$ cat config.mk
export PLATFORM = sky130hd
export DESIGN_NAME = muldiv_unit
export DESIGN_NICKNAME = d
export VERILOG_FILES = /design/src/rtl/muldiv_unit.sv
export SDC_FILE = /design/constraint.sdc
export NUM_CORES = 2
export LEC_CHECK = 0
export CAP_MARGIN = 10
export CORE_MARGIN = 2
export CORE_UTILIZATION = 35
export DETAILED_ROUTE_END_ITERATION = 10
export PLACE_DENSITY = 0.56
export SLEW_MARGIN = 30
export SYNTH_ARGS = -nofsm -noshare
export SYNTH_HDL_FRONTEND = slang
export SYNTH_SLANG_ARGS = --single-unit
$ cat constraint.sdc
create_clock -name clk_i -period 11.9 [get_ports clk_i]
set_input_delay 2.975 -clock clk_i [delete_from_list [all_inputs] [get_ports clk_i]]
set_output_delay 2.975 -clock clk_i [all_outputs]
set_load 0.02 [all_outputs]
$ cat src/rtl/muldiv_unit.sv
// Iterative RISC-V M-extension execute unit: shift-add multiplier, restoring divider,
// single-cycle divide special cases and a one-entry quotient/remainder cache.
module muldiv_unit #(
  parameter int unsigned XLEN     = 32,
  parameter int unsigned MUL_BITS = 4
) (
  input  logic            clk_i,
  input  logic            rst_i,
  input  logic            req_valid_i,
  output logic            req_ready_o,
  input  logic [2:0]      op_i,
  input  logic [XLEN-1:0] op1_i,
  input  logic [XLEN-1:0] op2_i,
  input  logic [4:0]      rd_i,
  input  logic            flush_i,
  output logic            resp_valid_o,
  output logic [XLEN-1:0] resp_data_o,
  output logic [4:0]      resp_rd_o,
  output logic            busy_o
);
  localparam int unsigned DW       = 2 * XLEN;
  localparam int unsigned MUL_ITER = XLEN / MUL_BITS;
  localparam int unsigned CW       = $clog2(XLEN) + 1;
  localparam logic [XLEN-1:0] INT_MIN = {1'b1, {(XLEN-1){1'b0}}};

  typedef enum logic [1:0] {S_IDLE, S_MUL, S_DIV, S_FIX} state_t;
  state_t state_q, state_d;

  logic [2:0]      op_q;
  logic [4:0]      rd_q;
  logic [XLEN-1:0] op1_q, op2_q;
  logic            neg_q, neg_r;
  logic [CW-1:0]   cnt_q;
  logic [DW-1:0]   acc_q, mcand_q;
  logic [XLEN-1:0] mplier_q, quo_q, rem_q, dvsr_q;

  logic            c_valid, c_signed;
  logic [XLEN-1:0] c_op1, c_op2, c_quo, c_rem;

  logic            accept, is_rem, s1, s2, neg1, neg2;
  logic            div_zero, div_ovf, cache_hit, special;
  logic [XLEN-1:0] mag1, mag2, special_data;
  logic [DW-1:0]   mul_res;
  logic [XLEN-1:0] quo_f, rem_f;
  logic            resp_valid_d, cache_wr;
  logic [XLEN-1:0] resp_data_d;
  logic [4:0]      resp_rd_d;

  // MUL_BITS partial products of one multiplier digit
  function automatic logic [DW-1:0] mul_pp(input logic [DW-1:0] mc, input logic [MUL_BITS-1:0] digit);
    logic [DW-1:0] s;
    s = '0;
    for (int j = 0; j < int'(MUL_BITS); j++)
      if (digit[j]) s = s + (mc << j);
    return s;
  endfunction

  // one restoring-division step; returns {remainder, quotient/dividend}
  function automatic logic [DW-1:0] div_step(input logic [XLEN-1:0] r, input logic [XLEN-1:0] q,
                                             input logic [XLEN-1:0] d);
    logic [XLEN:0] t;
    t = {r, q[XLEN-1]};
    if (t >= {1'b0, d}) return {XLEN'(t - {1'b0, d}), q[XLEN-2:0], 1'b1};
    return {t[XLEN-1:0], q[XLEN-2:0], 1'b0};
  endfunction

  // request decode: signedness, magnitudes and single-cycle cases
  always_comb begin
    is_rem    = op_i[1];
    s1        = op_i[2] ? ~op_i[0] : (op_i[1:0] == 2'b01 || op_i[1:0] == 2'b10);
    s2        = op_i[2] ? ~op_i[0] : (op_i[1:0] == 2'b01);
    neg1      = s1 & op1_i[XLEN-1];
    neg2      = s2 & op2_i[XLEN-1];
    mag1      = neg1 ? -op1_i : op1_i;
    mag2      = neg2 ? -op2_i : op2_i;
    div_zero  = (op2_i == '0);
    div_ovf   = ~op_i[0] & (op1_i == INT_MIN) & (&op2_i);
    cache_hit = c_valid & (op1_i == c_op1) & (op2_i == c_op2) & (c_signed == ~op_i[0]);
    special   = op_i[2] & (div_zero | div_ovf | cache_hit);
    if (div_zero)     special_data = is_rem ? op1_i : '1;
    else if (div_ovf) special_data = is_rem ? '0 : op1_i;
    else              special_data = is_rem ? c_rem : c_quo;
  end

  assign accept      = req_valid_i & (state_q == S_IDLE) & ~flush_i;
  assign req_ready_o = (state_q == S_IDLE);
  assign busy_o      = (state_q != S_IDLE);

  always_ff @(posedge clk_i or negedge rst_i) begin
    if (!rst_i) state_q <= S_IDLE;
    else        state_q <= state_d;
  end

  // next state and response
  always_comb begin
    state_d      = state_q;
    resp_valid_d = 1'b0;
    resp_data_d  = '0;
    resp_rd_d    = '0;
    cache_wr     = 1'b0;
    mul_res      = neg_q ? -acc_q : acc_q;
    quo_f        = neg_q ? -quo_q : quo_q;
    rem_f        = neg_r ? -rem_q : rem_q;
    case (state_q)
      S_IDLE: begin
        if (accept) begin
          if (special) begin
            resp_valid_d = 1'b1;
            resp_data_d  = special_data;
            resp_rd_d    = rd_i;
          end else if (op_i[2]) begin
            state_d = S_DIV;
          end else begin
            state_d = (MUL_ITER == 1) ? S_FIX : S_MUL;
          end
        end
      end
      S_MUL: if (cnt_q == CW'(MUL_ITER - 1)) state_d = S_FIX;
      S_DIV: if (cnt_q == CW'(XLEN - 1)) state_d = S_FIX;
      S_FIX: begin
        state_d      = S_IDLE;
        resp_valid_d = 1'b1;
        resp_rd_d    = rd_q;
        cache_wr     = op_q[2];
        if (op_q[2])               resp_data_d = op_q[1] ? rem_f : quo_f;
        else if (op_q[1:0] == 2'b00) resp_data_d = mul_res[XLEN-1:0];
        else                       resp_data_d = mul_res[DW-1:XLEN];
      end
      default: state_d = S_IDLE;
    endcase
    if (flush_i) begin
      state_d      = S_IDLE;
      resp_valid_d = 1'b0;
      resp_data_d  = '0;
      resp_rd_d    = '0;
      cache_wr     = 1'b0;
    end
  end

  // datapath: first iteration is performed on the accept edge
  always_ff @(posedge clk_i or negedge rst_i) begin
    if (!rst_i) begin
      resp_valid_o <= 1'b0;
      resp_data_o  <= '0;
      resp_rd_o    <= '0;
      op_q <= '0; rd_q <= '0; op1_q <= '0; op2_q <= '0;
      neg_q <= 1'b0; neg_r <= 1'b0; cnt_q <= '0;
      acc_q <= '0; mcand_q <= '0; mplier_q <= '0;
      quo_q <= '0; rem_q <= '0; dvsr_q <= '0;
      c_valid <= 1'b0; c_signed <= 1'b0;
      c_op1 <= '0; c_op2 <= '0; c_quo <= '0; c_rem <= '0;
    end else begin
      resp_valid_o <= resp_valid_d;
      resp_data_o  <= resp_data_d;
      resp_rd_o    <= resp_rd_d;
      if (accept) begin
        op_q           <= op_i;
        rd_q           <= rd_i;
        op1_q          <= op1_i;
        op2_q          <= op2_i;
        neg_q          <= neg1 ^ neg2;
        neg_r          <= neg1;
        cnt_q          <= CW'(1);
        acc_q          <= mul_pp(DW'(mag1), mag2[MUL_BITS-1:0]);
        mcand_q        <= DW'(mag1) << MUL_BITS;
        mplier_q       <= mag2 >> MUL_BITS;
        {rem_q, quo_q} <= div_step('0, mag1, mag2);
        dvsr_q         <= mag2;
      end else if (state_q == S_MUL) begin
        acc_q    <= acc_q + mul_pp(mcand_q, mplier_q[MUL_BITS-1:0]);
        mcand_q  <= mcand_q << MUL_BITS;
        mplier_q <= mplier_q >> MUL_BITS;
        cnt_q    <= cnt_q + CW'(1);
      end else if (state_q == S_DIV) begin
        {rem_q, quo_q} <= div_step(rem_q, quo_q, dvsr_q);
        cnt_q          <= cnt_q + CW'(1);
      end
      if (flush_i) begin
        c_valid <= 1'b0;
      end else if (cache_wr) begin
        c_valid  <= 1'b1;
        c_signed <= ~op_q[0];
        c_op1    <= op1_q;
        c_op2    <= op2_q;
        c_quo    <= quo_f;
        c_rem    <= rem_f;
      end
    end
  end
endmodule

After elaboration in Yosys (flattened, before gate mapping) --
Index checks and enable logic that the tools add are counted.
Cells by class: muxes and demuxes 82, add/subtract/negate cells 15, reductions and logical operators 13, magnitude comparators 2, bitwise gates (word level) 16, eq/ne operators 16
Operator list (count):
- two-way mux 64 bit | 27
- two-way mux 32 bit | 24
- adder 64 bit | 4
- negator 32 bit | 4
- adder 64 x 33 -> 64 bit | 1
- adder 64 x 34 -> 64 bit | 1
- adder 64 x 35 -> 64 bit | 1
- == test 32 bit | 2
- negator 64 bit | 1
- case mux 32 bit (2 select lines) | 1
- greater-or-equal comparator 33 x 32 -> 1 bit | 1
- == test 32 bit (second input constant) | 1
- greater-or-equal comparator 1 x 32 -> 1 bit | 1
- zero test 32 bit | 1
- AND reduction 32 bit | 1
- subtractor 1 x 32 -> 32 bit | 1
- subtractor 32 bit | 1
- two-way mux 6 bit | 3
- two-way mux 1 bit | 15
- two-way mux 5 bit | 3
- two-way mux 2 bit | 6
- AND 1 bit | 10
- case mux 5 bit (2 select lines) | 1
- inequality test 3 bit (second input constant) | 3
- 19 further kinds | 30
Storage, ports and cells: logic and storage cells 167, flip-flop bits (word level) 506, output and inout port bits 40

Longest topological paths before layout --
word-level depth 19, mapped depth 60, depth with buffers taken out 52

Worst setup path before layout --
No wires, ideal clock.
kind input to register, start in op_i[1], end reg acc_q[35], setup slack 436 ps, buffers on the path 4, cell stages on the path 46, data required time 11762 ps, library setup time 138 ps, data arrival time 11326 ps, cell sequence clkbuf_1 clkbuf_1 inv_1 ha_1 nor2_1 o21a_1 clkbuf_1 clkbuf_1 mux2i_1 inv_1 ha_1 a21o_1 a21oi_1 o211a_1 o21ai_0 a21oi_1 o21bai_1 a21oi_1 [... 10 more ...] nor2b_1 nor2_1 xor2_1 o21ai_0 ha_1 a21o_1 a21oi_1 o21ai_0 or4_1 a21o_1 a21oi_1 o31ai_1 a31oi_1 o21bai_1 a21o_1 a21o_1 a21oi_1 o22ai_1
On the way: longest elaborated chain between the ends 16, elaborated cells between the ends (all ways) 20, classes of those cells add/sub (3); eq/ne (2); mux (12); bitwise (2); reduce/logical (1)
Ends and longest elaborated chain:
- start, declared | line 11 | input logic [2:0] op_i,
- == test 2 x 1 -> 1 bit / == test 2 bit (equally long branches) | line 70, 71
- logical OR 1 bit | line 70 | s1 = op_i[2] ? ~op_i[0] : (op_i[1:0] == 2'b01 || op_i[1:0] == 2'b10);
- two-way mux 1 bit | line 70
- AND 1 bit | line 72 | neg1 = s1 & op1_i[XLEN-1];
- two-way mux 32 bit | line 74 | mag1 = neg1 ? -op1_i : op1_i;
- two-way mux 32 bit | line 54 | if (digit[j]) s = s + (mc << j);
- two-way mux 64 bit | line 156 | if (accept) begin
- adder 64 x 33 -> 64 bit | line 54
- two-way mux 64 bit | line 54
- two-way mux 64 bit | line 156
- adder 64 x 34 -> 64 bit | line 54
- two-way mux 64 bit | line 54
- two-way mux 64 bit | line 156
- adder 64 x 35 -> 64 bit | line 54
- two-way mux 64 bit * | line 54
- two-way mux 64 bit * | line 156
- end signal, assigned | line 164 | acc_q <= mul_pp(DW'(mag1), mag2[MUL_BITS-1:0]);
- end signal, assigned | line 170 | acc_q <= acc_q + mul_pp(mcand_q, mplier_q[MUL_BITS-1:0]);
- end, declared | line 34 | logic [DW-1:0] acc_q, mcand_q;
Mark *: on every way between the ends. The rest lies on a longest branch, timed or not. The select of a mux whose other input is x is not followed. A chain may end at the register's enable or synchronous reset.

Worst setup path after layout --
start reg mplier_q[0], end reg acc_q[62]
On the way: longest elaborated chain between the ends 18
Ends and longest elaborated chain:
- start, declared | line 35 | logic [XLEN-1:0] mplier_q, quo_q, rem_q, dvsr_q;
- start signal, assigned | line 166 | mplier_q <= mag2 >> MUL_BITS;
- start signal, assigned | line 172 | mplier_q <= mplier_q >> MUL_BITS;
- two-way mux 64 bit * | line 54
- two-way mux 64 bit * | line 169 | end else if (state_q == S_MUL) begin
- two-way mux 64 bit * | line 156
- adder 64 bit | line 54
- two-way mux 64 bit * | line 54
- two-way mux 64 bit * | line 169
- two-way mux 64 bit * | line 156
- adder 64 bit | line 54
- [... 2 more ...]
- two-way mux 64 bit * | line 156
- adder 64 bit | line 54
- two-way mux 64 bit * | line 54
- two-way mux 64 bit * | line 169
- two-way mux 64 bit * | line 156
- adder 64 bit * | line 170
- two-way mux 64 bit * | line 169
- two-way mux 64 bit * | line 156
Marked as above.

==> flow_summary.yaml <==
critical_path:
  reg2reg_to: "acc_q[62]"
  slowest_delay_ns: 0.62
  reg2regPathDepth: 46
  setup.worst_path.end_class: "register"
  worstSetupPathType: "register to register"
  critical_path.startpoint_type: "register"
  worstPathRequired_ns: 12.45
  critPathMaxFanout: 22
  rr_startpoint: "mplier_q[0]"
  r2r_setup_slack_ns: 0.58
  cp-endpoint: "acc_q[62]"
  crit_slowest_cell: "dfrtp_4"
  critPathArrivalTime_ns: 11.87
  cp-startpoint: "mplier_q[0]"
job:
  cap_violations: 0
floorplanning:
  start_util_pct: 35.3
  ios: 116
  die_area_sq_um: 144000
  fp.dieH_microns: 380
  die_w_microns: 380
  rows: 137
  coreArea_sq_um: 140000
timing:
  setup_tns_ns: 0
  fin_crit_sh_pct: 95.1
  hold_violations: 0
  worst_pin_slew_ns: 0.997
  period_needed_ns: 11.32
  slew_violations: 0
  setup_violations: 0
  fmax_mhz: 88.4
  finClkSkew_ns: 0.0748
  relSlewSlack_pct: 33.6
  rsz0062_at_grt: "false"
global_routing:
  antenna_found_initial: 12
  grt_pass1_vias: 44434
  grt_use_total_pct: 24.6
  grt-ovfl-total: 0
  grt_max_degree: 167
  grt_pass1_wl_microns: 280000
routing:
  routedLengthMet1_microns: 86700
  dr_wl_met3_microns: 12600
  firstDrtPassIters: 6
  vias_per_cell: 5.80
  final_antenna_net_count: 0
  top_layer: "met4"
  num_vias: 47518
  routed_wl_microns: 185000
  dr_wl_met2_microns: 79900
  wl_per_cell_microns: 22.5
  first_iter_violations: 4985
  route.detailed.drc: 0
synthesis:
  synthesis.nets: 6773
  synth_edf_count: 0
  synth_top_area_share_pct: 25.2
  synth_area_leader_cell: "dfrtp_1"
  synth_seq_cells: 497
  synth_warnings: 0
  ys.flop_type: "dfrtp_1"
  syn_area_sq_um: 49400
  yosys-top-cells-count: "nand2_1 (795), a21oi_1 (626), nor2_1 (545), dfrtp_1 (497), o21ai_0 (467)"
  ys_top_cells_by_area: "dfrtp_1 (25%), ha_1 (9.2%), a21oi_1 (6.3%), nand2_1 (6.0%), xnor2_1 (6.0%)"
  synth.distinct_cells: 104
  async_flop_share_pct: 100
  yosysSeqAreaShare_pct: 25.2
  synth.most_common_cell: "nand2_1"
  syn_avg_cell_area_sq_um: 7.82
  synth_cells: 6324
finish:
  n_fill_cell: 14522
  area_delta_synth_final_pct: 11.2
  nets: 6720
  drive_gt1_share_pct: 8.30
clocking:
  postCtsHoldBufs: 0
  cts_max_level: 2
  post_cts_buffers: 0
  numCtsBuffers: 59
  cts.sinks: 497
  cts_tree: "built"
  clk_pin_slew_ns: 0.06
  clockBufferDepth: 3
  clk_latency_ns: 0.71
  cts-resized-gates: 0
  cts-root-buf: "clkbuf_16"
placed_design:
  numPortBuffers: 115
  place.gp.congestion: 0.971
  dp_hpwl_microns: 142000
run_status:
  outcome: "finished clean"
min_path:
  hp-class: "register to register"
routing by layer:
layer	GRT usage, %	up-vias
met5	0	-
met4	7.02	0
met3	2.96	235
met2	37.6	1584
met1	36.3	23118
li1	-	22581
kinds of logic after synthesis:
group                      count (synthesis)  share of synthesized area [%]
DFF                                      497                           25.2
and+or+nand+nor                         1981                           18.4
adders and majority gates                373                           9.56
buffers and inverters                    588                           4.57
muxes                                    312                           6.80
AOI/OAI and AO/OA                       2008                           25.5
xor gates and xnor gates                 565                           10.0
final cells by class:
type / count / area [sq um] / area share (%)
diodes: 1 / 2.50 / 0.00455
clock buffers: 80 / 1680 / 3.05
multi-input cells: 5239 / 34900 / 63.5
clock inverters: 32 / 473 / 0.861
well taps: 1876 / 2350 / 4.27
inverters: 221 / 830 / 1.51
flip-flops and latches: 497 / 12400 / 22.7
repair buffers: 253 / 2310 / 4.20
per-stage QoR:
stage          hold slack, ns  cells  utilization [%]  area [sq um]  worst slack [ns]
5_1_grt                 0.486   8198             39.3         54900            0.0142
3_3_place_gp            0.454   8084             37.7         52700             0.237
3_5_place_dp            0.460   8084             37.7         52700             0.242
4_1_cts                 0.474   8196             39.2         54800             0.513
6_report                0.471   8199             39.3         54900             0.584
2_1_floorplan           0.441   6324                -         49400             0.436
state kept, by name (all words and copies together) (netlist names), 2 cells and up:
name         count
c_op2           32
resp_rd_o        5
c_op1           32
state_q          2
rem_q           32
c_quo           32
quo_q           32
c_rem           32
op_q             3
mplier_q        28
cnt_q            6
resp_data_o     32
op1_q           32
dvsr_q          31
rd_q             5
acc_q           64
op2_q           32
mcand_q         60
cell usage in the layout (no fill, tap or decap), drive strengths merged, types with 16 or more instances in the layout:
cell type	instances
nand2	796
a21oi	626
nor2	545
dfrtp	497
o21ai	481
ha	365
xnor2	336
a21o	243
xor2	228
inv	221
mux2	187
buf	139
mux2i	125
clkdlybuf4s50	114
o31ai	93
nand3	91
and2	80
clkbuf	80
nand4	79
a31oi	64
nand2b	62
nor3	62
o211ai	59
a211oi	59
o21bai	56
o21a	56
nor2b	51
a221oi	46
and3	39
or3	38
nor4	31
or2	30
o22ai	27
or4	25
o41ai	24
clkinv	19
a41oi	18
o22a	18
a21boi	16
worst min path at each step:
| stage | start | endpoint | slack, ns | depth (start not counted) |
|---|---|---|---|---|
| 3_5_place_dp | op2_q[6] | op2_q[6] | 0.46 | 2 |
| 5_1_grt | op1_q[18] | op1_q[18] | 0.49 | 2 |
| 4_1_cts | op1_q[30] | op1_q[30] | 0.47 | 2 |
| 6_report | op2_q[7] | op2_q[7] | 0.47 | 2 |
| 2_1_floorplan | mplier_q[26] | mplier_q[26] | 0.44 | 1 |
| 3_3_place_gp | op1_q[19] | op1_q[19] | 0.45 | 2 |
critical path, delay by kind of cell, from the launching register on:
kind / cells / cell delay [ns]
flops: 1 / 0.62
simple gates: 13 / 2.45
xor+xnor: 5 / 0.76
buf+inv: 1 / 0.07
compound gates: 22 / 5.70
fa+ha+maj: 5 / 1.59
Power is left out: the tool's default activity adds up to more than one toggle a clock period on the data nets, which glitch-free logic cannot reach.
